`config.mk`:
```
export PLATFORM = sky130hd
export DESIGN_NAME = key_cmd_arbiter
export DESIGN_NICKNAME = d
export VERILOG_FILES = /design/src/rtl/key_cmd_pkg.sv /design/src/rtl/key_cmd_arbiter_oneshot.sv /design/src/rtl/key_cmd_arbiter.sv
export SDC_FILE = /design/constraint.sdc
export NUM_CORES = 1
export LEC_CHECK = 0
export CAP_MARGIN = 40
export CORE_MARGIN = 1
export CORE_UTILIZATION = 51
export DETAILED_ROUTE_END_ITERATION = 6
export GPL_TIMING_DRIVEN = 0
export HOLD_SLACK_MARGIN = 0.12
export PLACE_DENSITY = 0.76
export SLEW_MARGIN = 15
export SYNTH_ARGS = -nofsm -noshare
export SYNTH_HDL_FRONTEND = slang
export SYNTH_HIERARCHICAL = 1
export SYNTH_SLANG_ARGS = --single-unit
```
`constraint.sdc`:
```
create_clock -name clk_i -period 2 [get_ports clk_i]
set_input_delay 0.5 -clock clk_i [delete_from_list [all_inputs] [get_ports clk_i]]
set_output_delay 0.5 -clock clk_i [all_outputs]
set_load 0.05 [all_outputs]
```
`src/rtl/key_cmd_pkg.sv`:
```
// Shared types and defaults for the key command arbiter.
package key_cmd_pkg;

   // Arbiter control states
   typedef enum logic [1:0] {
      ST_IDLE  = 2'd0,
      ST_OFFER = 2'd1,
      ST_HOLD  = 2'd2
   } state_e;

   localparam int unsigned N_KEYS_DEF  = 4;
   localparam int unsigned HOLDOFF_DEF = 4;

   // Hold-off counter width: enough bits for HOLDOFF, never less than one bit
   function automatic int unsigned hold_cnt_width(input int unsigned holdoff);
      int unsigned w;
      w = 32'($clog2(holdoff + 1));
      return (w == 0) ? 1 : w;
   endfunction

endpackage

```
`src/rtl/key_cmd_arbiter_oneshot.sv`:
```
// Per-key rising-edge detector with a sticky pending-request latch.
module key_oneshot (
   input  logic clk_i,
   input  logic reset_i,
   input  logic key_i,
   input  logic clr_i,
   output logic req_o
);

   logic key_q;
   logic req_q;
   logic rise;

   // A press is a 0->1 transition of the already-synchronised level
   assign rise = key_i & ~key_q;

   // Previous level starts high so a key held through reset must be released first;
   // a new press in the grant cycle keeps the request alive
   always_ff @(posedge clk_i) begin
      if (reset_i) begin
         key_q <= 1'b1;
         req_q <= 1'b0;
      end else begin
         key_q <= key_i;
         if (rise) begin
            req_q <= 1'b1;
         end else if (clr_i) begin
            req_q <= 1'b0;
         end
      end
   end

   assign req_o = req_q;

endmodule

```
`src/rtl/key_cmd_arbiter.sv`:
```
// Key-to-command arbiter: latches key presses, grants them round-robin over a
// valid/ready channel and rate-limits the renderer with a hold-off after each command.
module key_cmd_arbiter
   import key_cmd_pkg::*;
#(
   parameter  int unsigned N_KEYS  = N_KEYS_DEF,
   parameter  int unsigned HOLDOFF = HOLDOFF_DEF,
   localparam int unsigned IDW     = $clog2(N_KEYS)
) (
   input  logic              clk_i,
   input  logic              reset_i,
   input  logic [N_KEYS-1:0] key_i,
   input  logic              cmd_ready_i,
   output logic              cmd_valid_o,
   output logic [IDW-1:0]    cmd_id_o,
   output logic [N_KEYS-1:0] pending_o,
   output logic              busy_o
);

   localparam int unsigned CW        = hold_cnt_width(HOLDOFF);
   localparam int unsigned HOLD_LOAD = (HOLDOFF == 0) ? 0 : HOLDOFF - 1;

   state_e            state_q;
   logic [IDW-1:0]    cmd_id_q;
   logic [IDW-1:0]    last_grant_q;
   logic [CW-1:0]     cnt_q;
   logic              cmd_valid_q;
   logic              busy_q;

   logic [N_KEYS-1:0] req;
   logic [N_KEYS-1:0] clr;
   logic              handshake_c;
   logic [IDW-1:0]    sel_c;
   logic [IDW-1:0]    cand_c;

   // Handshake only counts while a command is actually on offer
   assign handshake_c = (state_q == ST_OFFER) & cmd_ready_i;

   // One edge detector / pending latch per key; cleared by the grant of that key
   for (genvar i = 0; i < N_KEYS; i++) begin : g_key
      assign clr[i] = handshake_c & (cmd_id_q == IDW'(i));

      key_oneshot u_oneshot (
         .clk_i   (clk_i),
         .reset_i (reset_i),
         .key_i   (key_i[i]),
         .clr_i   (clr[i]),
         .req_o   (req[i])
      );
   end

   // Round-robin pick: first pending key after the last grant, wrapping around;
   // scanning farthest-first lets the nearest hit overwrite the others
   always_comb begin
      sel_c  = '0;
      cand_c = '0;
      for (int unsigned k = N_KEYS; k >= 1; k--) begin
         cand_c = IDW'((32'(last_grant_q) + k) % N_KEYS);
         if (req[cand_c]) begin
            sel_c = cand_c;
         end
      end
   end

   // Control FSM with hold-off counter; selection is frozen for the whole offer
   always_ff @(posedge clk_i) begin
      if (reset_i) begin
         state_q      <= ST_IDLE;
         cmd_id_q     <= '0;
         last_grant_q <= IDW'(N_KEYS - 1);
         cnt_q        <= '0;
         cmd_valid_q  <= 1'b0;
         busy_q       <= 1'b0;
      end else begin
         case (state_q)
            ST_IDLE: begin
               if (|req) begin
                  cmd_id_q    <= sel_c;
                  cmd_valid_q <= 1'b1;
                  busy_q      <= 1'b1;
                  state_q     <= ST_OFFER;
               end
            end
            ST_OFFER: begin
               if (cmd_ready_i) begin
                  last_grant_q <= cmd_id_q;
                  cmd_valid_q  <= 1'b0;
                  if (HOLDOFF == 0) begin
                     busy_q  <= 1'b0;
                     state_q <= ST_IDLE;
                  end else begin
                     cnt_q   <= CW'(HOLD_LOAD);
                     state_q <= ST_HOLD;
                  end
               end
            end
            ST_HOLD: begin
               if (cnt_q == '0) begin
                  busy_q  <= 1'b0;
                  state_q <= ST_IDLE;
               end else begin
                  cnt_q <= cnt_q - CW'(1);
               end
            end
            default: begin
               cmd_valid_q <= 1'b0;
               busy_q      <= 1'b0;
               cnt_q       <= '0;
               state_q     <= ST_IDLE;
            end
         endcase
      end
   end

   assign cmd_valid_o = cmd_valid_q;
   assign cmd_id_o    = cmd_id_q;
   assign pending_o   = req;
   assign busy_o      = busy_q;

endmodule

```
# Word-level counts from Yosys, hierarchy flattened
# Index checks and enable logic that the tools add are counted.
# totals
output_inout_bits	8
register_bits	19
wordCells	94
inputBits	7
# op_classes
eq_ne	9
bitwise_logic	16
magnitude_cmp	4
add_sub_neg	5
n_reduce_logical	14
n_mux	32
# ops
cell	n
$mux W1	15
$mux W2	7
$lt A2 B3 Y1 const B	4
$reduce_and A3 Y1	4
$and A1 B1 Y1	9
$pmux W3 S3	1
$bmux W1 S2	4
$ne A2 B2 Y1 const B	4
$reduce_bool A2 Y1	4
$not A1 Y1	7
$eq A2 B2 Y1 const B	3
$mux W3	2
$pmux W1 S3	2
$pmux W2 S3	1
$add A2 B1 Y2 const B	2
$add A2 B2 Y2 const B	2
$eq A2 B1 Y1 const B	2
$logic_not A2 Y1	2
$reduce_and A2 Y1	2
$reduce_or A4 Y1	1
$logic_not A3 Y1	1
$sub A3 B1 Y3 const B	1

# Longest topological paths before layout
# depth
ltp_word	7
depth_mapped	6
ltp_nobuf	6

# Cells and area by module
# Netlist, hierarchy kept.
# by_module_without_submodules
module	area_each_um2	seq_area_each_um2	instances	cells_each
key_cmd_arbiter	694.4	220.2	1	81
key_oneshot	67.6	40.0	4	6

# Worst setup path after synthesis
# Ideal clock, no wire load.
# synth_path
path_kind	register to register
startpoint	reg state_q[1]
endpoint	reg cnt_q[0]
period_less_slack_ns	1.507
setup_ns	0.065
path_slack_ns	0.493
stages_incl_launch_ff	7
path_buffers	0
t_arrival_ns	1.443
required_ns	1.935
path_cell_list	dfxtp_1 > inv_1 > ha_1 > nor2b_4 > a311oi_4 > mux2_4 > nor2_1
# synth_between
elab_chain_len	3
word_cells_on_any_way	8
classes_between	4 x eq/ne; 1 x mux; 1 x bitwise; 2 x reduce/logical
# synth_rtl
item	line_no	rtl
from (decl)	key_cmd_arbiter.sv:23	state_e state_q;
from (signal assigned)	key_cmd_arbiter.sv:68	state_q <= ST_IDLE;
from (signal assigned)	key_cmd_arbiter.sv:81	state_q <= ST_OFFER;
from (signal assigned)	key_cmd_arbiter.sv:90	state_q <= ST_IDLE;
$eq A2 B2 Y1 (tied with other cells)	key_cmd_arbiter.sv:75	case (state_q)
$ne A2 B2 Y1 (no source line) or $not A1 Y1 (tied branches)	-	
$reduce_and A3 Y1 (no source line)	-	
to (signal assigned)	key_cmd_arbiter.sv:92	cnt_q <= CW'(HOLD_LOAD);
to (signal assigned)	key_cmd_arbiter.sv:102	cnt_q <= cnt_q - CW'(1);
to (decl)	key_cmd_arbiter.sv:26	logic [CW-1:0] cnt_q;
# Several ways; a longest one is shown, not always the timed one.
# A chain may end at the register's enable or synchronous reset.

# Worst setup path in the final report
# layout_path
startpoint	reg busy_q (netlist: busy_o)
endpoint	out busy_o
# layout_lines
item	line_no	rtl
from (decl)	key_cmd_arbiter.sv:28	logic busy_q;
from (signal assigned)	key_cmd_arbiter.sv:73	busy_q <= 1'b0;
from (signal assigned)	key_cmd_arbiter.sv:80	busy_q <= 1'b1;
from (signal assigned)	key_cmd_arbiter.sv:89	busy_q <= 1'b0;
to (decl)	key_cmd_arbiter.sv:17	output logic busy_o
# No word-level cell between the ends.

==> metrics.md <==
| Metric | Value |
|---|---|
| Worst-Skew Late Latency | 0.30 ns |
| RSZ-0062 raised after global routing | no |
| Hold_buf cts | 0 |
| Worst setup EP type | output pin |
| Final wirelength | 1820 um |
| Distinct cell type count after synthesis | 30 |
| Slew HR | 0.666 |
| Synth warn | 6 |
| Die Span X | 45.5 um |
| Vias in the first global route | 736 |
| Busiest grt layer | met2 |
| CP Class | flop to output pin |
| PortBufs | 14 |
| Total grt overflow | 0 |
| First-pass GRT wire length | 3030 um |
| Starting DRT DRC Count | 3 |
| Synth Register Bits | 19 |
| Critical Path, Cell by Cell | clkdlybuf4s50_1 |
| Clock slew at the register clock pins of the worst setup and hold paths | 0.11 ns |
| Antenna violations before repair | 0 |
| Slowest stage cell, crit path | clkdlybuf4s50_1 |
| GR Layer Usage met2 | 0.337 |
| DIE AREA | 2070 um^2 |
| Fin crit share | 0.974 |
| Worst Path Buf+Inv | 1 |
| Max stage delay on crit path | 0.80 ns |
| Worst Path Required | 1.50 ns |
| CTS max path bufs | 2 |
| IO Pins | 15 |
| Min Tclk post-route | 1.95 ns |
| Post-route ant nets | 0 |
| Layout area overhead | 20.1% |
| Met1 Use GR | 0.252 |
| Vias per cell | 5.39 |
| Finished Cell Area | 1160 um^2 |
| Crit start category | flop |
| Syn Nets | 117 |
| Worst hold-check path type | flop to flop |
| Detailed Place HPWL | 1360 um |
| Final setup fails | 0 |
| Worst EP arrival | 1.45 ns |
| Total CTS buffers | 3 |
| DRC violations left | 0 |
| Nets | 136 |
| Routed vias | 797 |
| GR Util All Layers | 0.211 |
| Final-layout fill cell count | 164 |
| Mean area per synthesized cell | 9.19 um^2 |
| Total iterations of the first detailed-routing run | 2 |
| GP Congestion | 0.843 |
| Multi-input logic area | 543 um^2 |
| Mapped Area | 965 um^2 |
| Largest net degree at the start of global routing | 12 |
| Share of cells above drive strength 1 | 0.122 |
| Syn Inst Count | 105 |
| Initial Util | 0.553 |
| Critical path's top delay family | buffers and inverters |
| Peak VDD IR | 0.584 mV |
| Clock Tree Root | clkbuf_4 |
| Row count | 15 |
| Seq. cell area | 380 um^2 |
| Final Max Slew Viols | 0 |
| Leakage | 0.457 nW |
| # H-tree levels | 1 |
| TritonCTS clock tree | done |
| Post-synthesis sequential area ratio | 0.394 |
| Pwr Total | 0.959 mW |
| Worst hold slack | 0.475 ns |
| Worst Skew | 0.00500 ns |
| Slew @ Worst Pin | 0.501 ns |
| Power density of the placed cells | 828 nW/um^2 |
| Final Hold Fails | 0 |
| Peak Freq | 514 MHz |
| Area post-placement | 1140 um^2 |
| Routed len/inst | 12.3 um |
| GRT met3 Usage | 0.0595 |
| Crit path max fanout | 2 |
| Core ar. | 1750 um^2 |
| CTS sink cnt | 19 |
| Post-CTS Setup Bufs | 0 |
| Status | finished, final reports clean |
| ANT cells | 0 |
| Max cap viols | 0 |
| Final Util | 0.664 |
| Die Y | 45.5 um |
-- layout by cell type (no fill, tap or decap), drive strengths merged, types with 2 or more instances in the layout --
| master | n |
|---|---|
| nand2b | 10 |
| clkbuf | 5 |
| a211oi | 3 |
| nor2 | 5 |
| or2 | 4 |
| nand2 | 4 |
| dlygate4sd2 | 6 |
| nand3 | 2 |
| and3 | 3 |
| o21ai | 3 |
| nor3 | 2 |
| o221ai | 2 |
| ha | 5 |
| clkdlybuf4s50 | 7 |
| a21oi | 13 |
| a211o | 3 |
| nor2b | 5 |
| inv | 9 |
| o211ai | 2 |
| dfxtp | 19 |
-- final cells by class --
cell class / count / share of cell area
clock inverter: 1 / 0.00432
timing repair buffer: 14 / 0.117
inverter: 9 / 0.0292
sequential: 19 / 0.328
multi-input combinational: 75 / 0.469
clock buffer: 3 / 0.0194
tap: 25 / 0.0270
buffer: 2 / 0.00648
-- metrics by stage --
| step | instances | worst slack [ns] | setup TNS [ns] |
|---|---|---|---|
| after CTS | 148 | 0.0461 | 0 |
| after global placement | 144 | 0.000504 | 0 |
| final | 148 | 0.0528 | 0 |
| after global routing | 148 | 0.00133 | 0 |
| after floorplan | 105 | 0.493 | 0 |
| after detailed placement | 144 | -0.0280 | -0.0280 |
-- synthesized netlist by cell type --
| library cell | instances | area share |
|---|---|---|
| and3_1 | 1 | 0.0065 |
| a21oi_1 | 9 | 0.047 |
| a211o_1 | 3 | 0.027 |
| and2_1 | 1 | 0.0065 |
| nor3_1 | 2 | 0.010 |
| dfxtp_1 | 19 | 0.39 |
| o31ai_1 | 1 | 0.0078 |
| mux2_4 | 1 | 0.016 |
| nor3b_1 | 1 | 0.0078 |
| a221oi_1 | 1 | 0.0091 |
| and3_2 | 2 | 0.016 |
| nand3b_1 | 1 | 0.0078 |
| nand2_1 | 4 | 0.016 |
| nor4_2 | 1 | 0.013 |
| o211ai_1 | 2 | 0.016 |
| a311oi_4 | 1 | 0.027 |
| o221ai_1 | 2 | 0.018 |
| nand3_1 | 2 | 0.010 |
| or4_4 | 1 | 0.012 |
| clkbuf_1 | 2 | 0.0078 |
| nor2_1 | 5 | 0.019 |
| a211oi_1 | 3 | 0.023 |
| nand2b_1 | 10 | 0.065 |
| inv_1 | 9 | 0.035 |
| ha_1 | 5 | 0.065 |
| a21oi_2 | 4 | 0.036 |
| or2_1 | 4 | 0.026 |
| nor2b_4 | 1 | 0.014 |
| nor2b_1 | 4 | 0.026 |
| o21ai_0 | 3 | 0.016 |
-- flip-flops by register name, summed over array words and instances, names as in the netlist --
name / flops
cmd_id_o: 2
cnt_q: 3
last_grant_q: 2
cmd_valid_o: 1
g_key.u_oneshot/req_o: 4
g_key.u_oneshot/key_q: 4
state_q: 2
busy_o: 1
-- per-layer routing --
| metal | up-vias | part of all wire |
|---|---|---|
| li1 | 405 | - |
| met3 | 5 | 0.029 |
| met1 | 377 | 0.50 |
| met5 | - | 0 |
| met2 | 10 | 0.45 |
| met4 | 0 | 0.018 |
-- timing repair --
action / CTS / global route
hold endpoints to repair: 0 / 0
endpoints found under the setup margin: 6 / 1
resized for setup: 6 / 1
gates cloned: 0 / 0
-- power breakdown --
group,internal (mW),switching (mW)
clock,0.0746,0.123
combinational,0.123,0.190
sequential,0.415,0.0343
total,0.612,0.347
-- final timing paths --
kind | from | to | slack [ns] | cells past startpoint
setup / recovery | busy_o$_SDFFE_PP0P_ | busy_o | 0.05 | 1
hold / removal | cnt_q[1]$_SDFFE_PP0P_ | cnt_q[1]$_SDFFE_PP0P_ | 0.48 | 2
setup reg to reg | state_q[1]$_SDFFE_PP0P_ | cnt_q[0]$_SDFFE_PP0P_ | 0.26 | 6
hold reg to reg | cnt_q[1]$_SDFFE_PP0P_ | cnt_q[1]$_SDFFE_PP0P_ | 0.48 | 2
-- logic make-up (layout without fill, tap and decap cells) --
| kind of cell | count (synthesis) | after routing | synth area share |
|---|---|---|---|
| AND/OR/NAND/NOR | 40 | 40 | 0.256 |
| flip-flops | 19 | 19 | 0.394 |
| buffers and inverters | 11 | 29 | 0.0428 |
| multiplexers | 1 | 1 | 0.0156 |
| AO/OA/AOI/OAI | 29 | 29 | 0.227 |
| adder cells (fa/ha/maj) | 5 | 5 | 0.0649 |
-- worst register-to-register path: cells and delay by family (launching register included) --
family | cells | cell delay [ns]
buf+inv | 1 | 0.08
flops | 1 | 0.37
mux | 1 | 0.33
fa+ha+maj | 1 | 0.27
compound gates | 1 | 0.36
simple gates | 2 | 0.27
(Power assumes the default switching activity.)
